### src/rtl/input_conditioner_pkg.sv
// Shared constants and helpers for the input_conditioner slice.
package input_cond_pkg;

  localparam int unsigned WIDTH_D       = 3;
  localparam int unsigned SYNC_STAGES_D = 2;
  localparam int unsigned DB_CYCLES_D   = 16;
  localparam int unsigned EVT_W         = 8;

  localparam int unsigned IDX_A = 0;
  localparam int unsigned IDX_B = 1;
  localparam int unsigned IDX_C = 2;

  typedef logic [EVT_W-1:0] evt_cnt_t;

  function automatic int unsigned cnt_width(input int unsigned db_cycles);
    return $clog2(db_cycles + 1);
  endfunction

endpackage

### src/rtl/input_conditioner_if.sv
// Bus bundle between the pad front-end (slave) and its consumer/driver (master).
interface input_cond_if
  import input_cond_pkg::*;
#(
  parameter int unsigned WIDTH = WIDTH_D
) ();

  logic             en;
  logic [WIDTH-1:0] raw_in;
  logic             cnt_clr;
  logic [WIDTH-1:0] clean_out;
  logic [WIDTH-1:0] rise_pulse;
  logic [WIDTH-1:0] fall_pulse;
  evt_cnt_t         event_cnt;

  modport master (
    output en, raw_in, cnt_clr,
    input  clean_out, rise_pulse, fall_pulse, event_cnt
  );

  modport slave (
    input  en, raw_in, cnt_clr,
    output clean_out, rise_pulse, fall_pulse, event_cnt
  );

endinterface

### src/rtl/input_conditioner_debounce_bit.sv
// One input bit: synchroniser chain, debounce counter, clean level and edge pulses.
module debounce_bit
  import input_cond_pkg::*;
#(
  parameter int unsigned SYNC_STAGES = SYNC_STAGES_D,
  parameter int unsigned DB_CYCLES   = DB_CYCLES_D
) (
  input  logic clk,
  input  logic rst_n,
  input  logic en_i,
  input  logic raw_i,
  output logic clean_o,
  output logic rise_o,
  output logic fall_o
);

  localparam int unsigned      CNT_W    = cnt_width(DB_CYCLES);
  localparam logic [CNT_W-1:0] CNT_LAST = CNT_W'(DB_CYCLES - 1);

  logic [SYNC_STAGES-1:0] sync_q, sync_d;
  logic [CNT_W-1:0]       cnt_q, cnt_d;
  logic                   clean_q, clean_d;
  logic                   rise_q, rise_d;
  logic                   fall_q, fall_d;
  logic                   synced, mismatch, flip;

  always_comb begin
    sync_d   = {sync_q[SYNC_STAGES-2:0], raw_i};
    synced   = sync_q[SYNC_STAGES-1];
    mismatch = synced ^ clean_q;
    flip     = en_i && mismatch && (cnt_q == CNT_LAST);
    cnt_d    = cnt_q;
    clean_d  = clean_q;
    // en low freezes both the count and the level; the sync chain keeps running
    if (en_i) begin
      if (!mismatch) begin
        cnt_d = '0;
      end else if (flip) begin
        cnt_d   = '0;
        clean_d = ~clean_q;
      end else begin
        cnt_d = cnt_q + CNT_W'(1);
      end
    end
    rise_d = flip & ~clean_q;
    fall_d = flip &  clean_q;
  end

  always_ff @(posedge clk or negedge rst_n) begin
    if (!rst_n) begin
      sync_q  <= '0;
      cnt_q   <= '0;
      clean_q <= 1'b0;
      rise_q  <= 1'b0;
      fall_q  <= 1'b0;
    end else begin
      sync_q  <= sync_d;
      cnt_q   <= cnt_d;
      clean_q <= clean_d;
      rise_q  <= rise_d;
      fall_q  <= fall_d;
    end
  end

  assign clean_o = clean_q;
  assign rise_o  = rise_q;
  assign fall_o  = fall_q;

endmodule

### src/rtl/input_conditioner.sv
// Synchronise/debounce ui_in logic inputs; optional rise counter on bit A
// built only when INPUT_COND_EVENT_CNT_EN is defined.
module input_conditioner
  import input_cond_pkg::*;
#(
  parameter int unsigned WIDTH       = WIDTH_D,
  parameter int unsigned SYNC_STAGES = SYNC_STAGES_D,
  parameter int unsigned DB_CYCLES   = DB_CYCLES_D
) (
  input  logic         clk,
  input  logic         rst_n,
  input_cond_if.slave  bus
);

  logic [WIDTH-1:0] clean_w;
  logic [WIDTH-1:0] rise_w;
  logic [WIDTH-1:0] fall_w;

  for (genvar i = 0; i < WIDTH; i++) begin : g_bit
    debounce_bit #(
      .SYNC_STAGES (SYNC_STAGES),
      .DB_CYCLES   (DB_CYCLES)
    ) u_bit (
      .clk     (clk),
      .rst_n   (rst_n),
      .en_i    (bus.en),
      .raw_i   (bus.raw_in[i]),
      .clean_o (clean_w[i]),
      .rise_o  (rise_w[i]),
      .fall_o  (fall_w[i])
    );
  end

  assign bus.clean_out  = clean_w;
  assign bus.rise_pulse = rise_w;
  assign bus.fall_pulse = fall_w;

`ifdef INPUT_COND_EVENT_CNT_EN
  evt_cnt_t evt_q, evt_d;

  always_comb begin
    evt_d = evt_q;
    if (bus.cnt_clr) begin
      evt_d = '0;
    end else if (rise_w[IDX_A]) begin
      evt_d = evt_q + EVT_W'(1);
    end
  end

  always_ff @(posedge clk or negedge rst_n) begin
    if (!rst_n) begin
      evt_q <= '0;
    end else begin
      evt_q <= evt_d;
    end
  end

  assign bus.event_cnt = evt_q;
`else
  assign bus.event_cnt = '0;
`endif

endmodule
### src/flat_wrapper.sv
// flat-port wrapper written by rule: the top's interface ports become plain ports
module input_conditioner_flat import input_cond_pkg::*;
#(
  parameter int unsigned WIDTH       = WIDTH_D,
  parameter int unsigned SYNC_STAGES = SYNC_STAGES_D,
  parameter int unsigned DB_CYCLES   = DB_CYCLES_D
)
  (clk, rst_n, bus_en, bus_raw_in, bus_cnt_clr, bus_clean_out, bus_rise_pulse, bus_fall_pulse, bus_event_cnt);
  input_cond_if #(.WIDTH(WIDTH)) bus_i ();
  input  logic clk;
  input  logic rst_n;
  input wire logic [$bits(bus_i.en)-1:0] bus_en;
  input wire logic [$bits(bus_i.raw_in)-1:0] bus_raw_in;
  input wire logic [$bits(bus_i.cnt_clr)-1:0] bus_cnt_clr;
  output wire logic [$bits(bus_i.clean_out)-1:0] bus_clean_out;
  output wire logic [$bits(bus_i.rise_pulse)-1:0] bus_rise_pulse;
  output wire logic [$bits(bus_i.fall_pulse)-1:0] bus_fall_pulse;
  output wire logic [$bits(bus_i.event_cnt)-1:0] bus_event_cnt;
  assign bus_i.en = bus_en;
  assign bus_i.raw_in = bus_raw_in;
  assign bus_i.cnt_clr = bus_cnt_clr;
  assign bus_clean_out = bus_i.clean_out;
  assign bus_rise_pulse = bus_i.rise_pulse;
  assign bus_fall_pulse = bus_i.fall_pulse;
  assign bus_event_cnt = bus_i.event_cnt;
  input_conditioner #(.WIDTH(WIDTH), .SYNC_STAGES(SYNC_STAGES), .DB_CYCLES(DB_CYCLES)) u_core (.clk(clk), .rst_n(rst_n), .bus(bus_i));
endmodule
### config.mk
export PLATFORM = sky130hd
export DESIGN_NAME = input_conditioner_flat
export DESIGN_NICKNAME = d
export VERILOG_FILES = /design/src/rtl/input_conditioner_pkg.sv /design/src/rtl/input_conditioner_if.sv /design/src/rtl/input_conditioner_debounce_bit.sv /design/src/rtl/input_conditioner.sv /design/src/flat_wrapper.sv
export SDC_FILE = /design/constraint.sdc
export NUM_CORES = 1
export LEC_CHECK = 0
export CORE_MARGIN = 2
export CORE_UTILIZATION = 55
export CTS_CLUSTER_DIAMETER = 150
export DETAILED_ROUTE_END_ITERATION = 10
export GPL_ROUTABILITY_DRIVEN = 1
export PLACE_DENSITY = 0.82
export SKIP_LAST_GASP = 1
export SLEW_MARGIN = 20
export SYNTH_ARGS = -nofsm -noshare
export SYNTH_HDL_FRONTEND = slang
export SYNTH_SLANG_ARGS = --single-unit
### constraint.sdc
create_clock -name clk -period 2.48 [get_ports clk]
set_input_delay 0.62 -clock clk [delete_from_list [all_inputs] [get_ports clk]]
set_output_delay 0.62 -clock clk [all_outputs]
set_load 0.05 [all_outputs]
# --- Word level (Yosys, flattened, before mapping) ---
# Cells that the tools add are included.
# W data, S select, Z words.
op_classes:
  n_addsub: 3
  reduce_logical: 9
  bitwise_logic: 12
  n_mux: 6
  n_eq_ne: 3
op_table:
  columns: ["operator", "n"]
  rows:
  - ["$mux W5", 6]
  - ["$add A5 B1 Y5 const B", 3]
  - ["$eq A5 B4 Y1 const B", 3]
  - ["$reduce_and A3 Y1", 3]
  - ["$and A1 B1 Y1", 6]
  - ["$logic_and A1 B1 Y1", 6]
  - ["$not A1 Y1", 3]
  - ["$xor A1 B1 Y1", 3]
word_totals:
  regBits: 30
  output_inout_bits: 17
  wordCells: 48
  inputBits: 7

# --- Depth between registers and ports, before layout ---
# Gate-level depths: netlist (run 1).
logic_depth:
  ltp_word: 5
  mapped_depth: 5
  depth_no_buf: 4

# --- By module ---
# A second synthesis (run 1) with hierarchy kept.
hier_totals:
  hier_cells: 117
  area_unflattened_um2: 1366.3
modules_own_cells:
  columns: ["mod", "seq_area_each_um2", "area_per_inst_um2", "n_inst", "cells_each"]
  rows:
  - ["debounce_bit", 250.2, 434.2, 3, 36]
  - ["input_conditioner", 0.0, 63.8, 1, 9]

# --- Least setup slack after synthesis (run 1) ---
# OpenSTA, ideal clock, no wires.
synth_path:
  path_kind: "input -> register"
  start: "input bus_en"
  end: "register u_core.g_bit[0].u_bit.clean_q"
  setup_time_ns: 0.125
  t_required_ns: 2.355
  path_buffers: 1
  arrival_ns: 1.448
  path_stages: 3
  slack_ns: 0.907
  path_cell_list: "buf_2 -> or3b_4 -> mux2_4"
synth_via:
  elab_chain_len: 3
synth_lines:
  columns: ["element", "line", "rtl"]
  rows:
  - ["start, declared", "flat_wrapper.sv:12", "input wire logic [$bits(bus_i.en)-1:0] bus_en;"]
  - ["$logic_and A1 B1 Y1 (2 in a row)", "input_conditioner_debounce_bit.sv:31", "flip = en_i && mismatch && (cnt_q == CNT_LAST);"]
  - ["$reduce_and A3 Y1 (no line) *", null, null]
  - ["end signal, assigned", "input_conditioner_debounce_bit.sv:59", "clean_q <= clean_d;"]
  - ["end, declared", "input_conditioner_debounce_bit.sv:22", "logic clean_q, clean_d;"]
# Every way passes the cells marked *; elsewhere a longest branch is shown, timed or not.
# A chain may end at the register's enable or synchronous reset.

# --- Worst setup path in the final report (run 1) ---
layout_path:
  start: "register u_core.g_bit[0].u_bit.clean_q"
  end: "output bus_clean_out[0]"
layout_lines:
  columns: ["element", "line", "rtl"]
  rows:
  - ["end, declared", "flat_wrapper.sv:15", "output wire logic [$bits(bus_i.clean_out)-1:0] bus_clean_out;"]
# No word-level cell between the ends.

==> results of run 1 <==
[metrics by stage]
stage | utilization | setup slack, ns | total power (µW) | std cells | hold WS [ns]
2_1_floorplan | - | 0.9073 | 690.3 | 134 | 0.3244
3_3_place_gp | 0.6096 | 0.4350 | 713.5 | 161 | 0.3326
3_5_place_dp | 0.6096 | 0.4053 | 726.1 | 161 | 0.3365
4_1_cts | 0.6340 | 0.2657 | 1023 | 169 | 0.3560
5_1_grt | 0.6340 | 0.2056 | 1066 | 169 | 0.3593
6_report | 0.6340 | 0.2868 | 1010 | 169 | 0.3527
[cells in the mapped netlist, drive strengths merged, types with 5 or more instances]
cell type,n,area [µm²]
inv,9,33.78
nand2,6,22.52
nor3b,6,45.04
a21boi,5,37.54
nand3,8,45.04
buf,18,132.6
nand2b,5,31.28
dfrtp,30,750.7
o21ai,9,45.04
[flip-flops by register name (all words and copies together), names as in the netlist]
signal,flops
u_core.g_bit.u_bit.cnt_q,15
u_core.g_bit.u_bit.rise_o,3
u_core.g_bit.u_bit.sync_q,6
u_core.g_bit.u_bit.clean_o,3
u_core.g_bit.u_bit.fall_o,3
[cells in the final DEF (no fill, tap or decap)]
cell type,count
sky130_fd_sc_hd__and4b_2,1
sky130_fd_sc_hd__nand3b_1,1
sky130_fd_sc_hd__mux2_1,2
sky130_fd_sc_hd__clkinv_2,1
sky130_fd_sc_hd__o2111ai_1,1
sky130_fd_sc_hd__inv_1,9
sky130_fd_sc_hd__xor2_1,3
sky130_fd_sc_hd__or3b_4,1
sky130_fd_sc_hd__or3b_1,2
sky130_fd_sc_hd__nor3b_1,6
sky130_fd_sc_hd__clkdlybuf4s50_1,14
sky130_fd_sc_hd__o21ai_1,1
sky130_fd_sc_hd__mux2i_1,3
sky130_fd_sc_hd__o2bb2ai_1,1
sky130_fd_sc_hd__clkbuf_8,1
sky130_fd_sc_hd__nand3_2,1
sky130_fd_sc_hd__buf_4,3
sky130_fd_sc_hd__nand4_1,1
sky130_fd_sc_hd__o22ai_1,3
sky130_fd_sc_hd__nand2_1,6
sky130_fd_sc_hd__nand3_1,7
sky130_fd_sc_hd__o311ai_1,1
sky130_fd_sc_hd__a21boi_0,5
sky130_fd_sc_hd__nor2b_1,2
sky130_fd_sc_hd__mux2_4,1
sky130_fd_sc_hd__dfrtp_1,30
sky130_fd_sc_hd__clkbuf_1,1
sky130_fd_sc_hd__clkbuf_4,5
sky130_fd_sc_hd__nand2b_1,5
sky130_fd_sc_hd__ha_1,3
sky130_fd_sc_hd__and3_1,1
sky130_fd_sc_hd__conb_1,8
sky130_fd_sc_hd__o21ai_0,8
sky130_fd_sc_hd__a31oi_1,1
[per-layer routing]
metal / wire, µm / vias to the layer above
met5: 0 / -
met4: 40 / 0
met3: 105 / 6
met2: 1039 / 18
met1: 893 / 434
li1: - / 433
[worst paths after layout]
check | depth (start not counted) | start | to | slack, ns
worst max-delay path | 1 | u_core.g_bit[0].u_bit.clean_o$_DFFE_PN0P_ | bus_clean_out[0] | 0.29
worst min-delay path | 0 | u_core.g_bit[0].u_bit.sync_q[0]$_DFF_PN0_ | u_core.g_bit[0].u_bit.sync_q[1]$_DFF_PN0_ | 0.35
worst max register to register | 4 | u_core.g_bit[2].u_bit.cnt_q[0]$_DFFE_PN0P_ | u_core.g_bit[2].u_bit.clean_o$_DFFE_PN0P_ | 0.87
worst min register to register | 0 | u_core.g_bit[0].u_bit.sync_q[0]$_DFF_PN0_ | u_core.g_bit[0].u_bit.sync_q[1]$_DFF_PN0_ | 0.35
max in group asynchronous | 2 | rst_n | u_core.g_bit[1].u_bit.cnt_q[3]$_DFFE_PN0P_ | 1.54
min in group asynchronous | 2 | rst_n | u_core.g_bit[1].u_bit.clean_o$_DFFE_PN0P_ | 0.67
[cell type report]
cell class                 instances  area share
sequential                        30      0.4823
multi-input combinational         75      0.3288
timing repair buffer              17      0.1045
clock buffer                       7     0.03537
tap                               30     0.02412
inverter                           9     0.02170
clock inverter                     1    0.003215
[where the power goes]
group | internal [µW] | switching [µW]
Combinational | 57.6 | 91.2
Clock | 137 | 157
Sequential | 529 | 38.7
Total | 724 | 287
[cells by family after synthesis]
| logic type | synth area share |
|---|---|
| other | 0.002659 |
| XOR/XNOR | 0.01864 |
| buffers and inverters | 0.1233 |
| adder cells (fa/ha/maj) | 0.02662 |
| AO/OA/AOI/OAI | 0.09495 |
| multiplexers | 0.04791 |
| AND/OR/NAND/NOR | 0.1535 |
| flip-flops | 0.5324 |
==> impl.org, run 1 <==
** Hold path
- Hold/Removal Path Class :: reg -> reg

** Finish
- Cell area after layout :: 0.001556 mm²
- In the final layout, the share of cells above drive strength 1 is 0.1007.
- Total area of multi-input combinational cells :: 511.7 µm²
- Antenna diode count :: 0
- Net count of the finished layout :: 148
- Counting the fill cells in the layout gives 198.
- From synthesis to final layout, the design area changed by 10.38%.
- Across the whole layout, storage elements account for 750.7 µm².

** Synthesis
- FF+latch count, synth :: 30
- Yosys synthesis warning count :: 0
- For this run, the register share of the synthesized area comes to 0.5324.
- The synthesized design contains 0 enable-type register cells.
- Dividing the synthesized area by the synthesized cell count gives 11.10 µm².
- Yosys mapped the design onto 31 distinct sky130hd cell types.
- Synth Cell Area :: 0.001410 mm²
- Ys async rst share :: 1.000
- Gate count of the mapped netlist :: 127
- Most used flip-flop cell after synthesis :: sky130_fd_sc_hd__dfrtp_1

** Drt
- The count of nets left with antenna violations once routing finished came out at 0.
- The detailed router finished its first iteration with 25 violations.
- Post-detailed-route wirelength per cell :: 12.30 µm
- Routed via count :: 891
- After detailed routing, the number of vias per cell comes to 5.272.
- The routed design has 2.079 mm of wire.
- After detailed routing, the number of remaining DRC violations is 0.
- The first TritonRoute pass finished after 4 iterations.

** Critical path
- Crit end category :: primary output
- Kind of critical path :: reg -> out
- CP max FO :: 5
- Cell with the largest stage delay on the worst path :: sky130_fd_sc_hd__clkdlybuf4s50_1
- At the worst endpoint, the required time is 1.86 ns.
- STA classifies the critical path startpoint as a register.
- Cell class contributing the biggest share of worst-path delay :: buffers and inverters
- Critical path cell sequence :: clkdlybuf4s50_1
- Data on the critical path arrives at its endpoint at 1.57 ns.
- The largest single stage delay on the critical path is 0.83 ns.
- Together, buffers and inverters on the worst path number 1.

** Die
- Effective utilization at floorplan :: 0.5744
- Placement Rows :: 18
- Core Region :: 0.002455 mm²
- Floorplan die area :: 0.002985 mm²
- 24 I/O pins were placed.
- In this run the horizontal extent of the chip is 54.64 µm.
- Floorplan die height :: 54.64 µm

** Timing
- Derived from the worst setup path, the maximum achievable clock frequency is 0.4560 GHz.
- Fraction of the cycle the final worst path needs :: 0.8843
- RSZ-0062 raised after global routing :: no
- Final critical delay including setup and external delays :: 2.193 ns
- Number of max-slew violations in the final report :: 0
- Sum of negative setup slack :: 0 ns
- The total count of hold-check failures in the final report is 0.
- Setup violations remaining at the end of the flow were counted as 0.
- On the final layout, the worst clock skew is 0.003269 ns.

** Power and ir drop
- VDD sags by at most 0.0005375 V.
- Static power due to leakage :: 0.0007157 µW
- For this design the ratio of total power to cell area is 649.1 mW/mm².

** Global route
- Number of global-route vias before repair :: 773
- Grt peak-use layer :: met2
- For met2 alone, demand over resource in global routing was 0.2758.
- First-pass GRT wire length :: 3.277 mm
- Initial antenna violation count :: 0
- Met3 Use GR :: 0.08197
- Entering global routing, the biggest net connects 31 pins.
- Met1 track utilization from global routing :: 0.1756
- All-layer global routing usage :: 0.1678
- Aggregate global routing overflow :: 0

** Outcome
- The run finished with clean final reports.

** Job
- Max-cap violations in this run came to 0.

** Clock network
- Number of buffers added by the clock tree synthesis step :: 5
- The clock passes through at most 2 buffers.
- Gates resized during post-CTS repair numbered 0.
- Post-CTS Setup Bufs :: 0
- The H-tree was split into 2 levels.
- Clock Root Buffer :: sky130_fd_sc_hd__clkbuf_4
- After clock tree synthesis, the clock-pin slew on the worst setup and hold paths is 0.09 ns.
- In this run, post-CTS hold repair placed 0 buffers.
- Clk sinks :: 30
- TritonCTS built the clock tree.
- The clock reaches the later pin of the worst-skew pair after 0.32 ns.

** Placement
- Total placed instance area :: 0.001496 mm²
- Routability congestion estimate from global placement :: 0.7562
- Detail Placement HPWL :: 1.493 mm
- Number of buffers added on ports :: 14
(Power assumes the default switching activity.)
==> run 2: changes to the inputs <==
CORE_MARGIN = not set   (was 2)
SKIP_LAST_GASP = not set   (was 1)
==> run 2 against run 1 <==
Net effect:
- via count decreased by 1.1%
- critical endpoint unchanged
- largest power group unchanged
- final cell count decreased by 1.8%
- fmax increased by 0.29%
- register-to-register slack about the same
- utilization increased by 3.0 points
- design area decreased by 1.1%
- flip-flop and latch count unchanged
- sequential share of layout area increased by 0.55 points
- die area decreased by 7.2%
- highest routed layer unchanged
==> impl.org, run 2 (synthesis gave the netlist of run 1 again) <==
** Critical path
- The element type at the critical path end is a primary output (unchanged).
- Kind of critical path :: reg -> out (unchanged)
- The worst path buffer plus inverter count is 1 (unchanged).
- The kind of start point of the critical path is a register (unchanged).
- Critical path cell sequence: clkdlybuf4s50_1 (unchanged).
- Count of cell instances traversed by the critical path :: 1 (unchanged)
- WP data arrival :: 1.57 ns (about the same)
- The required time of the worst setup path came to 1.86 ns (about the same).
- The slack of the worst reg-to-reg path is 0.88 ns (was 0.87 ns).
- FF-to-FF End :: u_core.g_bit[0].u_bit.clean_o$_DFFE_PN0P_ (was u_core.g_bit[2].u_bit.clean_o$_DFFE_PN0P_)
- Worst reg-to-reg path cell count :: 4 (unchanged)
- The longest individual stage delay on the worst path was 0.83 ns (about the same).
- The beginning of the worst register-to-register path is u_core.g_bit[0].u_bit.cnt_q[0]$_DFFE_PN0P_ (was u_core.g_bit[2].u_bit.cnt_q[0]$_DFFE_PN0P_).
- The highest net fanout along the worst path came to 5 (unchanged).
- Cell with the largest stage delay on the worst path :: sky130_fd_sc_hd__clkdlybuf4s50_1 (unchanged)
- Cell class contributing the biggest share of worst-path delay :: buffers and inverters (unchanged)

** Clock network
- The CTS tree was yes (unchanged).
- The clock buffer count from CTS is 5 (unchanged).
- The hold buffer count at CTS is 0 (unchanged).
- The number of buffers inserted to repair setup after CTS was 0 (unchanged).
- The clock latency of the later-clocked register in the worst-skew pair was 0.32 ns (about the same).
- Clock Root Buffer :: sky130_fd_sc_hd__clkbuf_4 (unchanged)
- The number of resized instances in the post-cts repair step is 0 (unchanged).
- The register clock-pin slew on the reported worst setup and hold paths is 0.08 ns (was 0.09 ns).
- CTS max path bufs :: 2 (unchanged)
- The clock sink count came to 30 (unchanged).
- H-tree depth reported by CTS :: 2 (unchanged)

** Global route
- Aggregate global routing overflow :: 0 (unchanged)
- First-pass GRT wire length :: 3.574 mm (was 3.277 mm)
- Initial antenna violation count :: 0 (unchanged)
- Number of global-route vias before repair :: 830 (was 773)
- All-layer global routing usage :: 0.1854 (was 0.1678)
- The pin count of the biggest net entering global routing is 31 (unchanged).

** Hold path
- Hold/Removal Path Class :: reg -> reg (unchanged)
- Sink of the worst hold path :: u_core.g_bit[0].u_bit.sync_q[1]$_DFF_PN0_ (unchanged)
- The hold path startpoint is u_core.g_bit[0].u_bit.sync_q[0]$_DFF_PN0_ (unchanged).
- The instance count along the most critical hold path was 0 (unchanged).

** Timing
- Relative slew margins :: 0.6644
- Number of max-slew violations in the final report :: 0 (unchanged)
- The summed negative setup slack over all endpoints came to 0 ns (unchanged).
- The highest attainable clock frequency is 0.4573 GHz (was 0.4560 GHz).
- The total count of hold-check failures in the final report was 0 (unchanged).
- At the pin with the least slew margin, the transition time is 0.5019 ns.
- The fraction of the cycle the final worst path needs is 0.8818 (was 0.8843).
- Final critical delay including setup and external delays :: 2.187 ns (was 2.193 ns)
- RSZ-0062 raised after global routing :: no (unchanged)
- The maximum clock skew at final layout was 0.008082 ns (was 0.003269 ns).
- The total of endpoints with negative setup slack in the final report is 0 (unchanged).

** Drt
- The count of nets left with antenna violations after detail routing was 0 (unchanged).
- Routed via count :: 881 (was 891)
- Detailed-router iteration count before antenna repair :: 4 (unchanged)
- The wire length reported by the detailed router is 2.004 mm (was 2.079 mm).
- The DRC violation count after routing came to 0 (unchanged).
- Post-detailed-route wirelength per cell :: 12.07 µm (was 12.30 µm)
- Initial drt markers :: 6 (was 25)
- Number of vias per cell after detailed routing :: 5.307 (was 5.272)

** Finish
- Leading cell types in the layout, fill and taps excluded: sky130_fd_sc_hd__dfrtp_1 (30), sky130_fd_sc_hd__clkdlybuf4s50_1 (14), sky130_fd_sc_hd__inv_1 (9) (unchanged).
- The cell area after layout came to 0.001539 mm² (was 0.001556 mm²).
- The final-layout fill cell count came to 181 (was 198).
- Reg with most FFs :: u_core.g_bit.u_bit.cnt_q (unchanged)
- Register Area :: 750.7 µm² (unchanged)
- The most common cell after layout, fill and taps aside is sky130_fd_sc_hd__dfrtp_1 (unchanged).
- The antenna diode count was 0 (unchanged).
- Flip-flop count of the largest register, all copies and words added :: 15 (unchanged)
- The area of the multi-input gates came to 511.7 µm² (unchanged).
- The net count reported at finish was 148 (unchanged).
- The proportion of layout cells with a drive suffix above 1 is 0.08696 (was 0.1007).
- The relative area change from synthesis to final layout came to 9.140% (was 10.38%).
- Registers with the highest flip-flop counts: u_core.g_bit.u_bit.cnt_q: 15 flops, u_core.g_bit.u_bit.sync_q: 6 flops (unchanged).

** Die
- The vertical die dimension is 52.64 µm (was 54.64 µm).
- Placement Rows :: 17 (was 18)
- Core Region :: 0.002318 mm² (was 0.002455 mm²)
- The total die area was 0.002770 mm² (was 0.002985 mm²).
- The starting density of the core is 0.6082 (was 0.5744).
- The top-level port count came to 24 (unchanged).
- The die extent in x was 52.64 µm (was 54.64 µm).

** Outcome
- Run status :: complete, no violations (unchanged)

** Placement
- Routability congestion estimate from global placement :: 0.7651 (was 0.7562)
- Total placed instance area :: 0.001494 mm² (was 0.001496 mm²)
- The number of buffers inserted by port buffering was 14 (unchanged).
- The detailed-placement wirelength estimate came to 1.373 mm (was 1.493 mm).

** Power and ir drop
- The total leakage power is 0.0007058 µW (was 0.0007157 µW).
- Ratio of total power to cell area :: 629.9 mW/mm² (was 649.1 mW/mm²)
- Peak supply drop :: 0.0005079 V (was 0.0005375 V)

** Job
- Max cap viols :: 0 (unchanged)
==> run 2: changes by cell type in the layout (fill, tap and decap cells not counted) <==
cell and change:
sky130_fd_sc_hd__clkbuf_1 +1, sky130_fd_sc_hd__clkbuf_8 -1, sky130_fd_sc_hd__clkinv_2 -1
==> run 2: area by class of cell <==
type / count / share of cell area
clock buffers: 7 / 0.02927
repair buffers: 17 / 0.1057
inverters: 9 / 0.02195
flip-flops and latches: 30 / 0.4878
multi-input cells: 75 / 0.3325
well taps: 28 / 0.02276
==> run 2: worst max-delay path by stage <==
| stage | slack [ns] | to | start |
|---|---|---|---|
| finish | 0.29 | bus_clean_out[0] | u_core.g_bit[0].u_bit.clean_o$_DFFE_PN0P_ |
| global route | 0.22 | bus_clean_out[0] | u_core.g_bit[0].u_bit.clean_o$_DFFE_PN0P_ |
| CTS | 0.27 | bus_clean_out[0] | u_core.g_bit[0].u_bit.clean_o$_DFFE_PN0P_ |
| detailed placement | 0.42 | u_core.g_bit[1].u_bit.clean_o$_DFFE_PN0P_ | bus_en |
| global placement | 0.43 | u_core.g_bit[1].u_bit.clean_o$_DFFE_PN0P_ | bus_en |
| floorplan | 0.91 | u_core.g_bit[0].u_bit.clean_o$_DFFE_PN0P_ | bus_en |
==> run 2: stage by stage <==
stage                     setup WS, ns  instances  total power (µW)    util  hold slack, ns
after global placement          0.4341        159             714.2  0.6444          0.3334
after CTS                       0.2655        166             983.1  0.6638          0.3572
final                           0.2931        166             969.3  0.6638          0.3532
after global routing            0.2244        166              1029  0.6638          0.3633
after detailed placement        0.4241        159             724.6  0.6444          0.3389
after floorplan                 0.9073        134             690.3       -          0.3244
==> run 2: worst reg2reg max path: cells and delay by family (launching register included) <==
family | cells | cell delay [ns]
and+or+nand+nor | 2 | 0.55
muxes | 1 | 0.30
adders and majority gates | 1 | 0.23
DFF | 1 | 0.40
==> run 2: metal layers <==
metal  vias to the layer above  global-route usage  routed length, µm
li1                        434                   -                  -
met1                       421              0.2212                876
met4                         0              0.1184                 29
met2                        22              0.2911               1004
met3                         4             0.05217                 94
met5                         -                   0                  0
==> run 2: report_power, final <==
group | switching [µW] | leakage, µW | total [µW] | internal [µW]
Combinational | 90.9 | 0.000284 | 148 | 57.3
Sequential | 38.1 | 0.000396 | 567 | 529
Clock | 148 | 0.0000254 | 254 | 107
